[config.mk]
export PLATFORM = sky130hd
export DESIGN_NAME = arb_starve_counter
export DESIGN_NICKNAME = d
export VERILOG_FILES = /design/src/rtl/data_mem_arbiter_starve.sv
export SDC_FILE = /design/constraint.sdc
export NUM_CORES = 1
export LEC_CHECK = 0
export ABC_AREA = 1
export BUFFER_PORTS_ARGS = -buffer_cell sky130_fd_sc_hd__buf_2
export CAP_MARGIN = 25
export CELL_PAD_IN_SITES_DETAIL_PLACEMENT = 1
export CELL_PAD_IN_SITES_GLOBAL_PLACEMENT = 2
export CORE_AREA = 2 2 39 41
export CTS_CLUSTER_SIZE = 10
export DETAILED_ROUTE_END_ITERATION = 8
export DIE_AREA = 0 0 41 43
export GPL_TIMING_DRIVEN = 1
export PLACE_DENSITY_LB_ADDON = 0.1
export RECOVER_POWER = 25
export SYNTH_ARGS = -nofsm -noshare
export SYNTH_HDL_FRONTEND = slang
export SYNTH_SLANG_ARGS = --single-unit
[constraint.sdc]
create_clock -name clk -period 1 [get_ports clk]
set_input_delay 0.1 -clock clk [delete_from_list [all_inputs] [get_ports clk]]
set_output_delay 0.1 -clock clk [all_outputs]
set_load 0.05 [all_outputs]
[src/rtl/data_mem_arbiter_starve.sv]
// rtl/data_mem_arbiter_starve.sv - saturating wait counter for the DMA starvation guard
// Purpose: counts cycles a DMA request is blocked; o_at_max forces the next grant.
// Ports: clk, rst_n (async active-low), i_inc (blocked this cycle),
//        i_clr (accepted or no request, wins over i_inc), o_at_max (count == MAX_WAIT).
module arb_starve_counter #(
  parameter int MAX_WAIT = 4
) (
  input  logic clk,
  input  logic rst_n,
  input  logic i_inc,
  input  logic i_clr,
  output logic o_at_max
);

  localparam int CW = $clog2(MAX_WAIT + 1);
  localparam logic [CW-1:0] MAX_CNT = CW'(MAX_WAIT);

  logic [CW-1:0] r_cnt;

  always_ff @(posedge clk or negedge rst_n) begin
    if (!rst_n) begin
      r_cnt <= '0;
    end else if (i_clr) begin
      r_cnt <= '0;
    end else if (i_inc && (r_cnt != MAX_CNT)) begin
      r_cnt <= r_cnt + 1'b1;
    end
  end

  assign o_at_max = (r_cnt == MAX_CNT);

endmodule

**Word-level counts from Yosys, hierarchy flattened**

Cells that the tools add are included.

- Add/sub/neg operators: 1
- Equal/unequal tests: 2
- Mux-type cells: 2
- Reduce and logical (&&, ||, !) cells: 2

Operators by type and width:

| operator | number |
|---|---|
| 3-bit two-way mux | 2 |
| 3-bit by 1-bit adder with 3-bit output, second input constant | 1 |
| 3-bit == test, second input constant | 1 |
| 3-bit inequality test, second input constant | 1 |
| 2-bit nonzero test | 1 |
| 1-bit logical AND | 1 |

- Bits in registers: 3
- Output and inout bits: 1
- Logic and storage cells: 8

**Longest topological paths before layout**

Gate-level depths: netlist of the first run.

- Word-level depth: 4
- Gate-level depth with buffers: 6
- Gate-level depth less buffers: 6

**Worst setup path after synthesis of the first run**

Ideal clock, no wire load.

- Path type: register to output
- Start point: register r_cnt[0]
- End point: output o_at_max
- Arrival: 995 ps
- Data required time: 900 ps
- Slack: -95 ps
- Cell stages (with the launch flop): 5
- Buffers on the path: 0
- Path through: dfrtp_1 > inv_1 > ha_1 > nand2_2 > inv_1

- Cells in the longest elaborated chain, start to end: 1

RTL lines:

| item | line | text |
|---|---|---|
| from (decl) | 18 | `logic [CW-1:0] r_cnt;` |
| from (signal assigned) | 26 | `r_cnt <= r_cnt + 1'b1;` |
| 3-bit == test | 30 | `assign o_at_max = (r_cnt == MAX_CNT);` |
| to (decl) | 12 | `output logic o_at_max` |

Every way passes these cells.

**Worst setup path in the final report of the first run**

Ends and elaborated chain as after synthesis.

==> results.sh, run 1 <==
export IMPL_outcome="finished with violations"
export IMPL_violations="negative setup slack"
export IMPL_tightest_slew_ns=0.161
export IMPL_cts_buffers=3
export IMPL_initial_core_util_pct=13.4
export IMPL_largest_reg_flops=3
export IMPL_critical_path_required_ns=0.90
export IMPL_timing_critical_path_from="r_cnt[0]"
export IMPL_grt_setup_unrepaired="yes"
export IMPL_via_per_inst=3.70
export IMPL_grt_pass1_wl_um=1010
export IMPL_setup_slack_ns=-0.241
export IMPL_clk_latency_ns=0.23
export IMPL_grt_max_degree=6
export IMPL_routed_wl_um=564
export IMPL_io_pins=5
export IMPL_cpLargestDelayFamily="flip-flops"
export IMPL_largest_register="r_cnt"
export IMPL_fmax_mhz=806
export IMPL_use_met3_pct=3.14
export IMPL_synth_top_family_by_area="simple AND/OR/NAND/NOR gates"
export IMPL_drive_gt1_share_pct=50.0
export IMPL_die_area_um2=1760
export IMPL_fin_area_um2=378
export IMPL_cp_cell_sequence="inv_2, ha_4, nand2_4, clkinvlp_4, buf_8"
export IMPL_hold_path_startpoint="i_clr"
export IMPL_cts_tree="done"
export IMPL_synth_edff_count=0
export IMPL_ys_flop_type="dfrtp_1"
export IMPL_grt_pass1_vias=260
export IMPL_hold_class="input pin to flop"
export IMPL_setup_viol=4
export IMPL_clock_path_buffers=2
export IMPL_reg_largest_list="r_cnt x3"
export IMPL_maxSlewHeadroom_pct=89.3
export IMPL_crit_path_top_delay_cell="dfrtp_1"
export IMPL_endpoint_kind="output port"
export IMPL_drt_iter0_markers=0
export IMPL_synth_fp_nets=31
export IMPL_synth_seq_area_share_pct=40.5
export IMPL_ir_drop_uv=378
export IMPL_cellPowerDensity_nw_per_um2=1220
export IMPL_gp_congestion=0.670
export IMPL_yosys_area_top_type="dfrtp_1"
export IMPL_antenna_found_initial=0
export IMPL_ctsHtreeMaxLevel=1
export IMPL_clock_skew_ns=0.000201
export IMPL_total_leakage_power_nw=0.196
export IMPL_root_buffer="clkbuf_4"
export IMPL_post_place_ws_ns=-0.123
export IMPL_synthAdderAreaFrac_pct=13.5
export IMPL_synth_xor_area_share_pct=0
export IMPL_syn_area_per_cell_um2=7.41
export IMPL_placed_cell_area_um2=274
export IMPL_crit_arrival_ns=1.14
export IMPL_grt_usage_pct=9.15
export IMPL_dp_cells=50
export IMPL_yosys_warnings=0
export IMPL_antenna_left=0
export IMPL_dr_pass1_iters=1
export IMPL_layoutNonFillerInstCount=60
export IMPL_rows=14
export IMPL_slowest_delay_ns=0.37
export IMPL_final_nets=51
export IMPL_detail_route_wl_per_cell_um=9.40
export IMPL_clock_sinks=3
export IMPL_finalCritPeriodShare_pct=124
export IMPL_clkTransAtPathRegs_ns=0.04
export IMPL_finalHoldViolCount=0
export IMPL_path_buf_inv=3
export IMPL_grt_overflow_total=0
export IMPL_io_buffers=4
export IMPL_synth_compound_area_share_pct=0
export IMPL_ys_ff_latch=3
export IMPL_vias=222
export IMPL_ys_top_cells_by_area="dfrtp_1 41%, ha_1 14%, inv_1 12%"
export IMPL_die_x_um=41
export IMPL_remaining_drc_errors=0
export IMPL_final_setup_tns_ns=-0.695
export IMPL_start_kind="flop"
export IMPL_synthMuxAreaShare_pct=0
export IMPL_slew_violations=0
export IMPL_busiest_layer="met2"
export IMPL_yosys_area_share_simple_pct=33.8
export IMPL_synth_top_area_share_pct=40.5
export IMPL_die_h_um=43
export IMPL_critical_path_class="flop to output port"
export IMPL_fin_crit_ns=1.24
export IMPL_rr_startpoint="r_cnt[0]"
export IMPL_cp_max_fo=2
export IMPL_max_cap_violations=0
export IMPL_synth_commonest_cells="6 x inv_1, 6 x nand2_1, 3 x dfrtp_1, 3 x nor2_1"
export IMPL_synth_cell_types=8
export IMPL_dp_hpwl_um=408
export IMPL_core_um2=1380
export IMPL_async_flop_share_pct=100
export IMPL_netlist_instances=25
export IMPL_met1_usage_pct=8.39
export IMPL_antennaDiodeCount=0
export IMPL_synth_area_um2=185
export IMPL_area_growth_pct=104
export IMPL_grt_use_met2_pct=13.8
[placed cells by master (no fill, tap or decap)]
cell	synthesis	routed
nand2_1	6	6
buf_2	0	2
inv_2	0	3
nand3_1	2	2
buf_4	0	7
nand4_1	2	2
nand2_4	0	1
buf_6	0	3
clkbuf_4	0	3
dlygate4sd3_1	0	1
buf_8	0	1
ha_1	2	1
nor2_1	3	3
dfrtp_1	3	3
clkbuf_1	0	2
clkinvlp_4	0	1
inv_1	6	2
ha_4	0	1
[report_power, final]
part           internal, mW  switching [mW]
Sequential            0.129         0.00609
Clock                 0.150          0.0627
Combinational        0.0673          0.0446
[routing by layer]
| metal | up-vias | wire length (um) | share of wire [%] |
|---|---|---|---|
| met4 | 0 | 0 | 0 |
| li1 | 113 | - | - |
| met2 | 2 | 348 | 62 |
| met3 | 0 | 7 | 1.2 |
| met1 | 107 | 208 | 37 |
| met5 | - | 0 | 0 |
[stage by stage]
| stage | power [mW] | utilization, % | hold WS [ns] |
|---|---|---|---|
| global placement | 0.207 | 19.8 | -0.102 |
| global route | 0.497 | 27.3 | 0.175 |
| finish | 0.460 | 27.3 | 0.172 |
| floorplan | 0.167 | - | -0.196 |
| CTS | 0.462 | 25.8 | 0.168 |
| detailed placement | 0.208 | 19.8 | -0.101 |
[final cells by class]
class | instances | area, um2
timing repair buffer | 15 | 125
tap | 16 | 20.0
sequential | 3 | 75.1
fill | 174 | 1010
multi-input combinational | 16 | 105
inverter | 6 | 26.3
clock buffer | 4 | 26.3
[timing repair]
action	in CTS	in global routing
endpoints found under the setup margin	4	4
pin swaps	4	2
hold buffers	1	0
buffers inserted	3	2
gates resized for setup	7	3
hold endpoints to repair	3	0
[cell families (layout without fill, tap and decap cells)]
group | Yosys count | count (layout)
and+or+nand+nor | 14 | 14
buffers and inverters | 6 | 25
DFF | 3 | 3
adders and majority gates | 2 | 2
[worst paths after layout]
check | cells after the start | slack (ns) | end
max in group asynchronous | 2 | 0.64 | r_cnt[1]
min reg2reg | 2 | 0.59 | r_cnt[2]
min in group asynchronous | 2 | 0.21 | r_cnt[2]
max reg2reg | 8 | -0.19 | r_cnt[2]
max | 5 | -0.24 | o_at_max
min | 4 | 0.17 | r_cnt[2]
[worst min-delay path: stages]
cell,delay (ns)
buf_2,0.07
inv_1,0.07
nand2_1,0.08
nor2_1,0.03
(Power assumes the default switching activity.)
==> run 2: changes to the inputs <==
--- a/config.mk
+++ b/config.mk
@@ -5,9 +5,7 @@
 export SDC_FILE = /design/constraint.sdc
 export NUM_CORES = 1
 export LEC_CHECK = 0
-export ABC_AREA = 1
 export BUFFER_PORTS_ARGS = -buffer_cell sky130_fd_sc_hd__buf_2
-export CAP_MARGIN = 25
 export CELL_PAD_IN_SITES_DETAIL_PLACEMENT = 1
 export CELL_PAD_IN_SITES_GLOBAL_PLACEMENT = 2
 export CORE_AREA = 2 2 39 41
==> run 2 against run 1 <==
  * Maximum frequency grew 1.6%
  * Via count shrank 17%
  * Critical path depth is 1 lower
  * Clock skew grew 0.0014 ns
  * The flow still finishes with violations (negative setup slack)
  * Count of clock-buffer cells in the layout unchanged
  * Utilization decreased by 2.1 points
  * Total power is 0.57% higher
  * Combinational power increased by 4%
  * Flip-flop and latch count is the same
  * Final cell count decreased by 18%
  * Clock power about the same
  * Critical path type unchanged
  * Wire length decreased by 13%
==> results.sh, run 2 <==
export IMPL_slew_violations=0
export IMPL_cts_tree="done"
export IMPL_cellPowerDensity_nw_per_um2=1320
export IMPL_finalHoldViolCount=0
export IMPL_ys_ff_latch=3
export IMPL_die_h_um=43
export IMPL_synth_fp_nets=24
export IMPL_slowest_delay_ns=0.38
export IMPL_dp_hpwl_um=417
export IMPL_clock_sinks=3
export IMPL_synth_commonest_cells="3 x dfrtp_1, 2 x ha_1, 2 x inv_1, 2 x nand2b_1"
export IMPL_netlist_instances=18
export IMPL_critical_path_required_ns=0.90
export IMPL_max_cap_violations=0
export IMPL_drive_gt1_share_pct=60.6
export IMPL_critical_path_class="flop to output port"
export IMPL_io_buffers=4
export IMPL_dp_cells=42
export IMPL_die_area_um2=1760
export IMPL_ir_drop_uv=366
export IMPL_synth_seq_area_share_pct=39.0
export IMPL_antenna_left=0
export IMPL_synth_top_area_share_pct=39.0
export IMPL_start_kind="flop"
export IMPL_die_x_um=41
export IMPL_cpLargestDelayFamily="flip-flops"
export IMPL_grt_overflow_total=0
export IMPL_yosysMostFrequentCell="dfrtp_1"
export IMPL_outcome="finished with violations"
export IMPL_holdWs_ns=0.0869
export IMPL_endpoint_kind="output port"
export IMPL_rows=14
export IMPL_antennaDiodeCount=0
export IMPL_path_buf_inv=2
export IMPL_crit_arrival_ns=1.12
export IMPL_grt_usage_pct=7.34
export IMPL_synth_area_um2=193
export IMPL_grt_pass1_wl_um=800
export IMPL_final_setup_tns_ns=-0.758
export IMPL_vias=184
export IMPL_syn_area_per_cell_um2=10.7
export IMPL_cp_max_fo=3
export IMPL_gp_congestion=0.615
export IMPL_setup_slack_ns=-0.221
export IMPL_area_growth_pct=81.2
export IMPL_yosys_area_top_type="dfrtp_1"
export IMPL_via_per_inst=3.76
export IMPL_detail_route_wl_per_cell_um=10.0
export IMPL_total_leakage_power_nw=0.164
export IMPL_dr_pass1_iters=2
export IMPL_cp_cell_sequence="inv_2, ha_4, and2_4, buf_8"
export IMPL_ys_flop_type="dfrtp_1"
export IMPL_synth_cell_types=13
export IMPL_fmax_mhz=819
export IMPL_nFillCells=170
export IMPL_grt_max_degree=6
export IMPL_grt_pass1_vias=202
export IMPL_grt_setup_unrepaired="yes"
export IMPL_initial_core_util_pct=13.9
export IMPL_finalPower_uw=462
export IMPL_antenna_found_initial=0
export IMPL_largest_register="r_cnt"
export IMPL_io_pins=5
export IMPL_hold_class="input pin to flop"
export IMPL_yosys_warnings=0
export IMPL_clkTransAtPathRegs_ns=0.04
export IMPL_routed_wl_um=492
export IMPL_violations="negative setup slack"
export IMPL_layout_cells_most_common="buf_4"
export IMPL_cts_buffers=3
export IMPL_ctsHtreeMaxLevel=1
export IMPL_clock_skew_ns=0.00165
export IMPL_tightest_slew_ns=0.142
export IMPL_fin_crit_ns=1.22
export IMPL_ys_top_cells_by_area="dfrtp_1 39%, ha_1 13%, mux2_4 7.8%"
export IMPL_async_flop_share_pct=100
export IMPL_mostFrequentLayoutCells="5 x buf_4, 3 x clkbuf_4, 3 x dfrtp_1"
export IMPL_root_buffer="clkbuf_4"
export IMPL_maxSlewHeadroom_pct=90.2
export IMPL_drt_iter0_markers=1
export IMPL_reg_largest_list="r_cnt x3"
export IMPL_layoutNonFillerInstCount=49
export IMPL_synth_edff_count=0
export IMPL_core_um2=1380
export IMPL_clk_latency_ns=0.23
export IMPL_clock_path_buffers=2
export IMPL_largest_reg_flops=3
export IMPL_crit_path_top_delay_cell="dfrtp_1"
export IMPL_remaining_drc_errors=0
export IMPL_final_nets=40
export IMPL_setup_viol=4
export IMPL_finalCritPeriodShare_pct=122
## run 2: final timing paths
| path | from | endpoint | cells past startpoint | slack, ns |
|---|---|---|---|---|
| setup reg to reg | r_cnt[1] | r_cnt[2] | 6 | -0.21 |
| hold reg to reg | r_cnt[2] | r_cnt[0] | 2 | 0.70 |
| setup / recovery | r_cnt[1] | o_at_max | 4 | -0.22 |
| hold / removal | i_clr | r_cnt[2] | 2 | 0.09 |
| min in group asynchronous | rst_n | r_cnt[1] | 2 | 0.20 |
| max in group asynchronous | rst_n | r_cnt[0] | 2 | 0.65 |
## run 2: what timing repair did
| item | 4_1_cts | 5_1_grt |
|---|---|---|
| setup buffers | 1 | 1 |
| hold buffers | 1 | 0 |
| pin swaps | 1 | 1 |
| setup endpoints to repair | 4 | 4 |
| cloned | 0 | 0 |
| gates resized for setup | 10 | 0 |
| hold endpoints to repair | 3 | 0 |
## run 2: kinds of logic (layout without fill, tap and decap cells)
logic type | count (synthesis) | in the layout | synth area share, %
buffers and inverters | 2 | 17 | 3.90
AOI/OAI and AO/OA | 2 | 2 | 8.44
muxes | 2 | 2 | 13.0
adders and majority gates | 2 | 2 | 13.0
and+or+nand+nor | 7 | 7 | 22.7
DFF | 3 | 3 | 39.0
## run 2: routing by layer
metal | GRT usage [%] | vias to the layer above | part of all wire (%)
met4 | 6.00 | 0 | 3.5
li1 | - | 89 | -
met1 | 7.42 | 89 | 40
met2 | 11.6 | 4 | 53
met3 | 2.09 | 2 | 2.6
met5 | 0 | - | 0
## run 2: final cells by class
| class | instances | area (um2) | area share, % |
|---|---|---|---|
| multi-input cells | 13 | 133 | 38.0 |
| repair buffers | 11 | 87.6 | 25.1 |
| flip-flops and latches | 3 | 75.1 | 21.5 |
| clock buffers | 4 | 26.3 | 7.53 |
| well taps | 16 | 20.0 | 5.73 |
| inverters | 2 | 7.51 | 2.15 |
## run 2: metrics by stage
stage | util [%] | worst slack [ns] | cell area (um2)
2_1_floorplan | - | -0.166 | 196
3_3_place_gp | 19.3 | -0.218 | 267
3_5_place_dp | 19.3 | -0.214 | 267
4_1_cts | 24.8 | -0.241 | 343
5_1_grt | 25.2 | -0.263 | 349
6_report | 25.2 | -0.221 | 349
## run 2: where the power goes
part / switching, mW / internal (mW) / leakage [nW]
Clock: 0.0599 / 0.149 / 0.0150
Combinational: 0.0452 / 0.0712 / 0.108
Sequential: 0.00615 / 0.130 / 0.0404
Total: 0.111 / 0.351 / 0.164
==> run 3: changes to the inputs <==
--- a/config.mk
+++ b/config.mk
@@ -18,3 +18,4 @@
 export SYNTH_ARGS = -nofsm -noshare
 export SYNTH_HDL_FRONTEND = slang
 export SYNTH_SLANG_ARGS = --single-unit
+export TNS_END_PERCENT = 10
==> run 3 against run 2 <==
  * The flow still finishes with violations (negative setup slack)
  * Non-clock buffer count rose by 2
  * Clock skew barely moved
  * Global-route usage fell by 0.60 points
  * Critical endpoint unchanged
  * Largest power group unchanged
==> results.sh, run 3 (same netlist as run 2, synthesis figures left out) <==
export IMPL_io_pins=5
export IMPL_cts_buffers=3
export IMPL_grt_pass1_wl_um=724
export IMPL_antenna_left=0
export IMPL_grt_overflow_total=0
export IMPL_crit_arrival_ns=1.20
export IMPL_vias=186
export IMPL_drt_iter0_markers=0
export IMPL_reg_largest_list="r_cnt x3"
export IMPL_maxSlewHeadroom_pct=92.1
export IMPL_start_kind="flop"
export IMPL_gp_congestion=0.659
export IMPL_placed_cell_area_um2=265
export IMPL_antenna_found_initial=0
export IMPL_cts_tree="done"
export IMPL_largest_register="r_cnt"
export IMPL_outcome="finished with violations"
export IMPL_total_leakage_power_nw=0.179
export IMPL_fmax_mhz=767
export IMPL_fin_crit_ns=1.30
export IMPL_clock_sinks=3
export IMPL_grt_usage_pct=6.74
export IMPL_largest_reg_flops=3
export IMPL_routed_wl_um=439
export IMPL_grt_pass1_vias=196
export IMPL_final_util_pct=25.6
export IMPL_final_nets=42
export IMPL_setup_viol=4
export IMPL_dp_hpwl_um=355
export IMPL_clk_latency_ns=0.23
export IMPL_area_growth_pct=83.8
export IMPL_layoutNonFillerInstCount=51
export IMPL_fin_area_um2=354
export IMPL_root_buffer="clkbuf_4"
export IMPL_antennaDiodeCount=0
export IMPL_hold_class="input pin to flop"
export IMPL_initial_core_util_pct=13.9
export IMPL_io_buffers=4
export IMPL_critical_path_class="flop to output port"
export IMPL_post_place_ws_ns=-0.228
export IMPL_via_per_inst=3.65
export IMPL_max_cap_violations=0
export IMPL_slew_violations=0
export IMPL_slowest_delay_ns=0.37
export IMPL_cp_cell_sequence="inv_1, ha_2, buf_6, and2_4, buf_8"
export IMPL_clkTransAtPathRegs_ns=0.04
export IMPL_tightest_slew_ns=0.116
export IMPL_die_h_um=43
export IMPL_die_area_um2=1760
export IMPL_crit_path_top_delay_cell="dfrtp_1"
export IMPL_endpoint_kind="output port"
export IMPL_rows=14
export IMPL_critical_path_required_ns=0.90
export IMPL_clock_path_buffers=2
export IMPL_detail_route_wl_per_cell_um=8.61
export IMPL_cpLargestDelayFamily="flip-flops"
export IMPL_setup_slack_ns=-0.304
export IMPL_grt_max_degree=6
export IMPL_finalCritPeriodShare_pct=130
export IMPL_core_um2=1380
export IMPL_cellPowerDensity_nw_per_um2=1320
export IMPL_path_buf_inv=3
export IMPL_violations="negative setup slack"
export IMPL_clock_skew_ns=0.00210
export IMPL_drive_gt1_share_pct=51.4
export IMPL_finalHoldViolCount=0
export IMPL_final_setup_tns_ns=-0.958
export IMPL_ctsHtreeMaxLevel=1
export IMPL_grt_setup_unrepaired="yes"
export IMPL_layout_cells_most_common="buf_4"
export IMPL_dp_cells=42
export IMPL_mostFrequentLayoutCells="7 x buf_4, 3 x clkbuf_4, 3 x dfrtp_1"
export IMPL_die_x_um=41
export IMPL_remaining_drc_errors=0
export IMPL_ir_drop_uv=410
export IMPL_cp_max_fo=2
export IMPL_dr_pass1_iters=1
-- run 3: cell types whose count changed in the layout (fill, tap and decap cells not counted) --
cell,delta
a21boi_4,+1
ha_1,+1
nor3_2,-1
inv_1,+2
buf_4,+2
a21boi_2,-1
ha_4,-1
nor3_1,+1
inv_2,-2
-- run 3: timing repair --
action / 4_1_cts / 5_1_grt
gates resized for setup: 6 / 0
pin swaps: 2 / 1
endpoints found under the setup margin: 4 / 4
hold buffers: 1 / 0
setup buffers: 4 / 0
hold endpoints to repair: 3 / 0
-- run 3: cell type report --
cell class | instances | area [um2]
inverters | 2 | 7.51
flip-flops and latches | 3 | 75.1
repair buffers | 13 | 103
clock buffers | 4 | 26.3
fillers | 168 | 1030
multi-input cells | 13 | 123
well taps | 16 | 20.0
-- run 3: power breakdown --
part / switching [mW] / total [mW] / internal (mW)
clock: 0.0609 / 0.210 / 0.149
combinational: 0.0448 / 0.124 / 0.0791
sequential: 0.00439 / 0.135 / 0.130
-- run 3: per-stage QoR --
| stage | hold WS [ns] | power, mW |
|---|---|---|
| after floorplan | -0.196 | 0.177 |
| after global placement | -0.104 | 0.220 |
| after detailed placement | -0.103 | 0.222 |
| after CTS | 0.0825 | 0.483 |
| after global routing | 0.0906 | 0.510 |
| final | 0.0828 | 0.469 |
-- run 3: per-layer routing --
metal | share of wire, % | GRT usage [%] | vias to the layer above
met5 | 0 | 0 | -
met4 | 3.9 | 6.00 | 0
met3 | 3.2 | 3.14 | 2
met2 | 48 | 9.38 | 5
met1 | 45 | 7.12 | 86
li1 | - | - | 93
-- run 3: final timing paths --
| check | startpoint | endpoint | slack [ns] | cells after the start |
|---|---|---|---|---|
| setup reg to reg | r_cnt[1] | r_cnt[0] | -0.29 | 5 |
| max in group asynchronous | rst_n | r_cnt[0] | 0.64 | 2 |
| min in group asynchronous | rst_n | r_cnt[1] | 0.21 | 2 |
| hold reg to reg | r_cnt[2] | r_cnt[1] | 0.62 | 2 |
| setup / recovery | r_cnt[1] | o_at_max | -0.30 | 5 |
| hold / removal | i_clr | r_cnt[2] | 0.08 | 2 |
